### config.mk
export PLATFORM = sky130hd
export DESIGN_NAME = gcd_datapath_flat
export DESIGN_NICKNAME = d
export VERILOG_FILES = /design/src/rtl/gcd_datapath_if.sv /design/src/rtl/gcd_datapath.sv /design/src/flat_wrapper.sv
export SDC_FILE = /design/constraint.sdc
export NUM_CORES = 1
export LEC_CHECK = 0
export CORE_MARGIN = 2
export CORE_UTILIZATION = 52
export CTS_CLUSTER_DIAMETER = 50
export DETAILED_ROUTE_END_ITERATION = 8
export GPL_TIMING_DRIVEN = 0
export HOLD_SLACK_MARGIN = 0.15
export PLACE_DENSITY_LB_ADDON = 0.3
export RECOVER_POWER = 100
export SETUP_SLACK_MARGIN = 0.4
export SLEW_MARGIN = 20
export SYNTH_ARGS = -nofsm -noshare
export SYNTH_HDL_FRONTEND = slang
export SYNTH_SLANG_ARGS = --single-unit
export TNS_END_PERCENT = 5
### constraint.sdc
create_clock -name clk -period 2.6 [get_ports clk]
set_input_delay 0.78 -clock clk [delete_from_list [all_inputs] [get_ports clk]]
set_output_delay 0.78 -clock clk [all_outputs]
set_load 0.01 [all_outputs]
### src/rtl/gcd_datapath_if.sv
// gcd_datapath_if -- operand/control and result bundle for gcd_datapath.
//   master (controller side): drives data_in, enA, enB, enA_c, enB_c, com_en;
//                             observes eqz, gcd_out, gcd_valid, iter_cnt.
//   slave  (datapath side)  : the reverse.
interface gcd_datapath_if #(
    parameter int WIDTH = 16
);
    logic [WIDTH-1:0] data_in;
    logic             enA;
    logic             enB;
    logic             enA_c;
    logic             enB_c;
    logic             com_en;
    logic             eqz;
    logic [WIDTH-1:0] gcd_out;
    logic             gcd_valid;
    logic [WIDTH-1:0] iter_cnt;

    modport master (
        output data_in, enA, enB, enA_c, enB_c, com_en,
        input  eqz, gcd_out, gcd_valid, iter_cnt
    );

    modport slave (
        input  data_in, enA, enB, enA_c, enB_c, com_en,
        output eqz, gcd_out, gcd_valid, iter_cnt
    );
endinterface

### src/rtl/gcd_datapath.sv
// gcd_datapath -- subtractive GCD datapath driven by an external controller.
//   clk : single clock, rising edge
//   rst : synchronous active-high reset, clears every register
//   bus : gcd_datapath_if.slave
//         data_in        operand bus, loaded into A/B by enA/enB
//         enA/enB        load A/B (override any conditional update)
//         enA_c/enB_c    permit conditional update of A/B during iterate
//         com_en         iterate/compare enable
//         eqz            A==B, combinational from the registers
//         gcd_out        captured result
//         gcd_valid      gcd_out belongs to the current operand pair
//         iter_cnt       saturating count of updates since the last load
module gcd_datapath #(
    parameter int WIDTH = 16
) (
    input  logic          clk,
    input  logic          rst,
    gcd_datapath_if.slave bus
);
    logic [WIDTH-1:0] a_reg, b_reg;
    logic [WIDTH-1:0] gcd_reg, cnt_reg;
    logic             valid_reg;

    logic             load, iterate, capture;
    logic             a_step, b_step;
    logic [WIDTH-1:0] a_val, b_val;

    assign bus.eqz       = (a_reg == b_reg);
    assign bus.gcd_out   = gcd_reg;
    assign bus.gcd_valid = valid_reg;
    assign bus.iter_cnt  = cnt_reg;

    assign load    = bus.enA | bus.enB;
    assign iterate = bus.com_en & ~load;
    assign capture = iterate & bus.eqz;

    // A zero operand is replaced by the other one instead of subtracting
    // zero forever; the two step conditions are mutually exclusive.
    always_comb begin
        a_step = 1'b0;
        b_step = 1'b0;
        a_val  = a_reg;
        b_val  = b_reg;
        if (iterate && bus.enA_c && b_reg != '0) begin
            if (a_reg == '0) begin
                a_step = 1'b1;
                a_val  = b_reg;
            end else if (a_reg > b_reg) begin
                a_step = 1'b1;
                a_val  = a_reg - b_reg;
            end
        end
        if (iterate && bus.enB_c && a_reg != '0) begin
            if (b_reg == '0) begin
                b_step = 1'b1;
                b_val  = a_reg;
            end else if (b_reg > a_reg) begin
                b_step = 1'b1;
                b_val  = b_reg - a_reg;
            end
        end
    end

    always_ff @(posedge clk) begin
        if (rst) begin
            a_reg     <= '0;
            b_reg     <= '0;
            gcd_reg   <= '0;
            valid_reg <= 1'b0;
            cnt_reg   <= '0;
        end else begin
            if (bus.enA)
                a_reg <= bus.data_in;
            else if (a_step)
                a_reg <= a_val;

            if (bus.enB)
                b_reg <= bus.data_in;
            else if (b_step)
                b_reg <= b_val;

            if (load) begin
                cnt_reg   <= '0;
                valid_reg <= 1'b0;
            end else begin
                if ((a_step || b_step) && cnt_reg != '1)
                    cnt_reg <= cnt_reg + 1'b1;
                if (capture) begin
                    gcd_reg   <= a_reg;
                    valid_reg <= 1'b1;
                end
            end
        end
    end
endmodule

### src/flat_wrapper.sv
// flat-port wrapper written by rule: the top's interface ports become plain ports
module gcd_datapath_flat 
#(
    parameter int WIDTH = 16
)
  (clk, rst, bus_data_in, bus_enA, bus_enB, bus_enA_c, bus_enB_c, bus_com_en, bus_eqz, bus_gcd_out, bus_gcd_valid, bus_iter_cnt);
  gcd_datapath_if #(.WIDTH(WIDTH)) bus_i ();
  input  logic clk;
  input  logic rst;
  input wire logic [$bits(bus_i.data_in)-1:0] bus_data_in;
  input wire logic [$bits(bus_i.enA)-1:0] bus_enA;
  input wire logic [$bits(bus_i.enB)-1:0] bus_enB;
  input wire logic [$bits(bus_i.enA_c)-1:0] bus_enA_c;
  input wire logic [$bits(bus_i.enB_c)-1:0] bus_enB_c;
  input wire logic [$bits(bus_i.com_en)-1:0] bus_com_en;
  output wire logic [$bits(bus_i.eqz)-1:0] bus_eqz;
  output wire logic [$bits(bus_i.gcd_out)-1:0] bus_gcd_out;
  output wire logic [$bits(bus_i.gcd_valid)-1:0] bus_gcd_valid;
  output wire logic [$bits(bus_i.iter_cnt)-1:0] bus_iter_cnt;
  assign bus_i.data_in = bus_data_in;
  assign bus_i.enA = bus_enA;
  assign bus_i.enB = bus_enB;
  assign bus_i.enA_c = bus_enA_c;
  assign bus_i.enB_c = bus_enB_c;
  assign bus_i.com_en = bus_com_en;
  assign bus_eqz = bus_i.eqz;
  assign bus_gcd_out = bus_i.gcd_out;
  assign bus_gcd_valid = bus_i.gcd_valid;
  assign bus_iter_cnt = bus_i.iter_cnt;
  gcd_datapath #(.WIDTH(WIDTH)) u_core (.clk(clk), .rst(rst), .bus(bus_i));
endmodule
==> results.md, run 1 <==
* Distinct cell type count of the synthesized netlist at 62
* Number of hold violations in the final report at 0
* Maximum clock frequency at 0.347 GHz
* Total wire length at 19,700 um
* Critical path fanouts, max at 5
* DR WL/cell at 21.4 um
* Post-route setup slack at -0.280 ns
* Worst skew pair latency at 0.35 ns
* Drt pass-1 iters at 6
* Delay contributed by the slowest stage of the critical path at 0.41 ns
* Initial antenna violation count at 0
* Maximum ir drop on the vdd rail at 0.421 mV
* RSZ-0062 raised after global routing: yes
* Slack of the worst reg-to-reg path at -0.28 ns
* Final TNS setup at -8.30 ns
* Part of the Yosys area used for sequential elements at 0.257
* Critical path class: flop to flop
* Clk sink count at 65
* Die Wd at 103 um
* Area grow syn2layout at 36.6%
* CTS tree: built
* WHS Endpoint: u_core.bus.gcd_out[0]
* Post-Syn Area at 0.00507 mm2
* Routability congestion estimate at 0.991
* I/O Buffers at 56
* Clock root cell: clkbuf_8
* Critical path capture point type: flop
* Dominant cell type by area after synthesis: dfxtp_1
* DP Area at 0.00590 mm2
* Outcome: finished with violations
* Post-detailed-route via-to-cell ratio at 6.54
* Largest net degree at the start of global routing at 11
* Endpoint required time on the critical path at 2.87 ns
* Global-route wire length before repair at 28,600 um
* Inserted Diodes at 0
* Worst-case setup slack after placement at -1.05 ns
* Clock slew at the register clock pins of the worst setup and hold paths at 0.07 ns
* Total of hold buffers inserted after clock tree synthesis at 0
* Post-Place Cells at 868
* Final layout net count at 840
* Final setup violating endpoints at 52
* Max-Slew Margin vs Limit at 0.486
* Startpoint Class: flop
* Yosys warning total at 0
* Power Dens Cells at 466 mW/mm2
* DRC viols at 0
* Leakage component of the power at 2.62 nW
* Count of H-tree levels built during CTS at 3
* Final std cell area, no fill at 0.00693 mm2
* Largest delay share family, worst path: compound AO/OA/AOI/OAI gates
* Number of enable-type register cells in the synthesized netlist at 0
* Proportion of layout cells with a drive suffix above 1 at 0.222
* Top Ports at 57
* Sum of net half-perimeters after detailed placement at 13,100 um
* Critical Path Slowest Stage Cell: or3_4
* Post-route ant nets at 0
* Global Route Usage Sum at 0.355
* Final worst path period need at 2.88 ns
* Clock buffer count from CTS at 9
* Launch instance of the worst register-to-register path: u_core.b_reg[0]
* Number of global-route vias before repair at 5,389
* Post-Synthesis Mean Instance Area at 7.47 um2
* Hold path startpoint: u_core.bus.gcd_out[0]
* Clock Path Buffers at 2
* Synth top area cells: dfxtp_1, ha_1, nand2_1, a21oi_1, mux2i_1
* Grt total ovfl at 0
* Mapped Nets at 737
* Final Cycle Share at 1.11
* Hold_ws at 0.454 ns
* CP arrival at 3.15 ns
* Share of the synthesized area in the top cell type at 0.257
* Total via count after detailed routing at 6,017
* Die Ht at 103 um
* Cells along the critical path: buf_4 > buf_6 > ha_4 > fa_2 > nor2b_4 > o31a_1 > o2111a_1 > or3_4 > and2_4 > buf_8 > o31a_1 > o22ai_2
* Placeable core region at 0.00964 mm2
* Violated checks: setup timing
* Count of max-cap constraint violations at 0
* Share of flip-flops with an asynchronous set or reset at 0
* Tightest Pin Transition at 0.771 ns
* Crit Reg-Reg Endpoint: u_core.a_reg[14]
* Total buffers and inverters traversed by the critical path at 3
* Non-filler instance count after layout at 920
* Count of mapped cells out of synthesis at 679
* Worst min-delay path category: flop to flop
* Clk_skew at 0.0104 ns
* Most common cell type on the critical path: o31a_1
* Ys flop type: dfxtp_1
* Area enclosed by the die boundary at 0.0106 mm2
* Total of flip-flops plus latches after synthesis at 65
* Starting Density at 0.526
* Path depth of the worst reg2reg path at 12
* Count of pins over their slew limit at 0
* Placement Rows at 36
* Worst hold path stage count at 2
* Number of violations reported at the end of detailed-routing iteration 0 at 707
cell type report:
cell class / count / area, um2
Buffer: 49 / 327
Inverter: 35 / 131
Clock buffer: 12 / 135
Multi-Input combinational cell: 530 / 3900
Sequential cell: 65 / 1350
Clock inverter: 4 / 20.0
Fill cell: 744 / 2710
Timing Repair Buffer: 92 / 901
Tap cell: 133 / 166
routing by layer:
metal	global-route usage	wire length, um
met3	0.0529	2040
met1	0.468	7600
met4	0.158	1230
met5	0	0
met2	0.578	8780
power breakdown:
group | switching, mW | leakage (nW) | internal [mW]
combinational | 0.777 | 1.99 | 0.589
sequential | 0.0633 | 0.540 | 1.03
clock | 0.429 | 0.0839 | 0.342
total | 1.27 | 2.62 | 1.96
per-stage QoR:
stage	power, mW	util
final	3.23	0.719
after global routing	3.33	0.719
after CTS	3.03	0.673
after detailed placement	2.19	0.612
after global placement	2.17	0.612
after floorplan	1.88	-
cell usage in the layout, fill, tap and decap left out, types with 10 or more instances in the layout:
master / n
nand2_1: 98
a21oi_1: 52
dfxtp_1: 44
nor2_1: 34
dlygate4sd3_1: 33
buf_4: 32
inv_1: 30
clkbuf_1: 28
ha_1: 27
nand3_1: 24
clkdlybuf4s50_1: 21
mux2i_1: 20
o21ai_0: 19
nand2b_1: 19
xnor2_1: 16
nand4_1: 14
dfxtp_2: 13
buf_6: 12
a21oi_4: 12
o21a_1: 10
worst register-to-register path, stage by stage (launching register included):
cell,delay [ns]
dfxtp_4,0.37
buf_4,0.11
buf_6,0.09
ha_4,0.13
fa_2,0.25
nor2b_4,0.06
o31a_1,0.35
o2111a_1,0.30
or3_4,0.41
and2_4,0.18
buf_8,0.15
o31a_1,0.28
o22ai_2,0.14
cell families (layout without fill, tap and decap cells):
kind of cell | count (synthesis) | in the layout | share of synthesized area
buffers and inverters | 84 | 192 | 0.0728
XOR/XNOR | 17 | 17 | 0.0294
AND/OR/NAND/NOR | 265 | 265 | 0.260
adder cells (fa/ha/maj) | 35 | 35 | 0.0893
flip-flops | 65 | 65 | 0.257
AO/OA/AOI/OAI | 193 | 193 | 0.253
multiplexers | 20 | 20 | 0.0395
worst max-delay path by stage:
stage	startpoint	end	slack [ns]	cells after the start
2_1_floorplan	u_core.b_reg[0]	u_core.bus.iter_cnt[13]	0.08	12
3_3_place_gp	bus_enB	u_core.b_reg[7]	-1.05	8
3_5_place_dp	bus_enB	u_core.b_reg[7]	-1.05	8
4_1_cts	u_core.b_reg[0]	u_core.b_reg[1]	-0.14	13
5_1_grt	u_core.b_reg[0]	u_core.a_reg[14]	-0.30	12
6_report	u_core.b_reg[0]	u_core.a_reg[14]	-0.28	12
cell usage after synthesis, drive strengths merged (3+ instances only):
cell type	number
nor4	8
nand2b	20
xnor2	16
o211ai	5
a211oi	10
mux2i	20
inv	35
ha	33
o31ai	6
a2bb2oi	3
o221ai	8
clkbuf	33
a21o	9
nor3	10
nand3	24
or3	6
nor2b	7
o22ai	5
buf	16
nor3b	3
and4	11
nand2	102
a21oi	72
a2111oi	4
a221oi	3
nand4	14
nor2	35
and2	8
nand3b	4
a211o	4
dfxtp	65
and3	8
a31oi	9
o21ai	23
a22oi	8
o21a	10
repair_timing:
item / 4_1_cts / 5_1_grt
gates cloned: 3 / 2
endpoints found under the setup margin: 66 / 67
setup buffers: 16 / 15
pin swaps: 23 / 28
gates resized for setup: 72 / 86
No activity file was read; power rests on OpenSTA's default activity.
==> run 2: changes to the inputs <==
--- a/config.mk
+++ b/config.mk
@@ -14,7 +14,7 @@
 export PLACE_DENSITY_LB_ADDON = 0.3
 export RECOVER_POWER = 100
 export SETUP_SLACK_MARGIN = 0.4
-export SLEW_MARGIN = 20
+export SLEW_MARGIN = 10
 export SYNTH_ARGS = -nofsm -noshare
 export SYNTH_HDL_FRONTEND = slang
 export SYNTH_SLANG_ARGS = --single-unit
==> results of run 2 <==
The final DEF is identical to that of run 1; final timing and power are the same.
==> run 3: changes to the inputs <==
==> constraint.sdc (replaced) <==
create_clock -name clk -period 2.6 [get_ports clk]
set_input_delay 0.78 -clock clk [delete_from_list [all_inputs] [get_ports clk]]
set_output_delay 0.78 -clock clk [all_outputs]
set_load 0.05 [all_outputs]
==> run 3 against run 2 <==
Against the previous run:
- the run still ends with setup timing left
- combinational power down 4%
- non-clock buffer count down 9
- register-to-register slack better by 0.08 ns
- largest power group unchanged
- clock power down 0.9%
- design area down 2.7%
==> results.md, run 3 (same netlist as run 1, synthesis figures left out) <==
* Top Ports at 57 (unchanged)
* Clk sink count at 65 (unchanged)
* Area enclosed by the die boundary at 0.0106 mm2 (unchanged)
* Final worst path period need at 2.80 ns (-0.0841 ns)
* Maximum ir drop on the vdd rail at 0.373 mV (-11%)
* Crit Reg-Reg Endpoint: u_core.b_reg[14]
* Grt total ovfl at 0 (unchanged)
* Area grow syn2layout at 32.9%
* Critical path origin: u_core.b_reg[3]
* Critical path fanouts, max at 9 (+4)
* Post-Place Cells at 868 (unchanged)
* Largest delay share family, worst path: simple AND/OR/NAND/NOR gates
* Count of pins over their slew limit at 0 (unchanged)
* DR WL/cell at 21.1 um (-1.4%)
* Slack of the worst reg-to-reg path at -0.20 ns (+0.08 ns)
* Final setup violating endpoints at 50 (-3.8%)
* Total buffers and inverters traversed by the critical path at 3 (unchanged)
* Post-detailed-route via-to-cell ratio at 6.48 (-0.99%)
* Count of max-cap constraint violations at 0 (unchanged)
* Non-filler instance count after layout at 911 (-0.98%)
* Global-route wire length before repair at 28,700 um (+0.63%)
* CP arrival at 3.07 ns (-0.08 ns)
* Global Route Usage Sum at 0.356 (+0.00113)
* Path depth of the worst reg2reg path at 11 (-1)
* CTS tree: built
* Clk_skew at 0.0121 ns (+0.00167 ns)
* Inserted Diodes at 0 (unchanged)
* RSZ-0062 raised after global routing: yes
* DRC viols at 0 (unchanged)
* Post-route setup slack at -0.196 ns (+0.0841 ns)
* Clock root cell: clkbuf_8
* Stages on worst setup path at 11 (-1)
* Violated checks: setup timing
* Max-Slew Margin vs Limit at 0.504 (+0.0185)
* Count of H-tree levels built during CTS at 3 (unchanged)
* Critical path capture point type: flop
* Layout Utilization at 0.699 (-0.0196)
* Startpoint Class: flop
* Outcome: finished with violations
* Leakage component of the power at 2.60 nW (-0.57%)
* Total wire length at 19,200 um (-2.4%)
* Most common cell type on the critical path: buf_4
* Initial antenna violation count at 0 (unchanged)
* Routability congestion estimate at 0.991 (unchanged)
* Commonest cells after routing, fill and taps aside: nand2_1, a21oi_1, dfxtp_1
* Tightest Pin Transition at 0.743 ns (-0.0277 ns)
* Power Dens Cells at 471 mW/mm2 (+1.0%)
* Critical Path End: u_core.b_reg[14]
* Clock buffer count from CTS at 9 (unchanged)
* Post-route ant nets at 0 (unchanged)
* Proportion of layout cells with a drive suffix above 1 at 0.207 (-0.0154)
* Number of hold violations in the final report at 0 (unchanged)
* Number of violations reported at the end of detailed-routing iteration 0 at 679 (-4.0%)
* Launch instance of the worst register-to-register path: u_core.b_reg[3]
* Die Ht at 103 um (unchanged)
* Delay contributed by the slowest stage of the critical path at 0.40 ns (about the same)
* Die Wd at 103 um (unchanged)
* Placement Rows at 36 (unchanged)
* Total via count after detailed routing at 5,899 (-2.0%)
* Leading cell type in the layout, fill and taps excluded: nand2_1
* Starting Density at 0.526 (unchanged)
* Number of global-route vias before repair at 5,359 (-0.56%)
* Critical path class: flop to flop
* Drt pass-1 iters at 6 (unchanged)
* Final layout net count at 831 (-1.1%)
* Endpoint required time on the critical path at 2.87 ns (about the same)
* Maximum clock frequency at 0.358 GHz (+3.0%)
* Cells along the critical path: inv_1 > ha_1 > buf_4 > and4_2 > and4_4 > a21o_1 > a21oi_4 > nor2_2 > buf_4 > or3_4 > a31oi_4
* Placeable core region at 0.00964 mm2 (unchanged)
* Sum of net half-perimeters after detailed placement at 13,100 um (unchanged)
* Worst skew pair latency at 0.35 ns (about the same)
* Critical Path Slowest Stage Cell: dfxtp_2
* Worst min-delay path category: flop to flop
* I/O Buffers at 56 (unchanged)
* Clock Path Buffers at 2 (unchanged)
* Final Cycle Share at 1.08 (-0.0324)
* Largest net degree at the start of global routing at 11 (unchanged)
* Clock slew at the register clock pins of the worst setup and hold paths at 0.08 ns (about the same)
## run 3: worst min-delay path by stage
| stage | slack [ns] | startpoint | to | cells after the start |
|---|---|---|---|---|
| floorplan | 0.45 | u_core.b_reg[2] | u_core.b_reg[2] | 2 |
| global placement | 0.44 | u_core.bus.gcd_out[11] | u_core.bus.gcd_out[11] | 2 |
| detailed placement | 0.45 | u_core.bus.gcd_out[12] | u_core.bus.gcd_out[12] | 2 |
| CTS | 0.45 | u_core.bus.gcd_out[0] | u_core.bus.gcd_out[0] | 2 |
| global route | 0.47 | u_core.bus.gcd_out[0] | u_core.bus.gcd_out[0] | 2 |
| finish | 0.45 | u_core.bus.gcd_out[0] | u_core.bus.gcd_out[0] | 2 |
## run 3: final cells by class
class / count / area (um2)
Multi-Input combinational cell: 530 / 3840
Fill cell: 781 / 2900
Sequential cell: 65 / 1340
Timing Repair Buffer: 83 / 772
Buffer: 49 / 329
Tap cell: 133 / 166
Clock buffer: 12 / 135
Inverter: 35 / 134
Clock inverter: 4 / 20.0
## run 3: repair_timing
| action | in CTS | in global routing |
|---|---|---|
| buffers inserted | 15 | 9 |
| pin swaps | 28 | 20 |
| setup endpoints to repair | 99 | 66 |
| hold buffers | 0 | 0 |
| gates resized for setup | 127 | 54 |
| cloned | 3 | 0 |
## run 3: layer usage
metal | routed length (um) | GRT usage | up-vias
li1 | - | - | 2632
met1 | 7800 | 0.484 | 2780
met2 | 8570 | 0.559 | 393
met5 | 0 | 0 | -
met3 | 1810 | 0.0529 | 94
met4 | 997 | 0.164 | 0
## run 3: metrics by stage
| stage | power (mW) | cell area (um2) | TNS, ns | setup slack (ns) | hold WS, ns |
|---|---|---|---|---|---|
| floorplan | 1.88 | 5170 | 0 | 0.0708 | 0.448 |
| global placement | 2.17 | 5900 | -46.60 | -1.05 | 0.443 |
| detailed placement | 2.19 | 5900 | -46.42 | -1.05 | 0.451 |
| CTS | 3.04 | 6500 | -3.02 | -0.142 | 0.455 |
| global route | 3.29 | 6740 | -8.18 | -0.238 | 0.469 |
| finish | 3.17 | 6740 | -5.11 | -0.196 | 0.452 |
## run 3: worst register-to-register path, delay by kind of cell (launching register included)
| kind | cells | cell delay [ns] |
|---|---|---|
| compound gates | 3 | 0.68 |
| fa+ha+maj | 1 | 0.29 |
| buf+inv | 3 | 0.40 |
| flops | 1 | 0.40 |
| simple gates | 4 | 0.93 |
## run 3: power by group
group | leakage (nW) | switching, mW | total (mW) | internal (mW)
combinational | 1.98 | 0.760 | 1.32 | 0.556
sequential | 0.539 | 0.0620 | 1.09 | 1.03
clock | 0.0839 | 0.422 | 0.763 | 0.341
total | 2.60 | 1.24 | 3.17 | 1.93
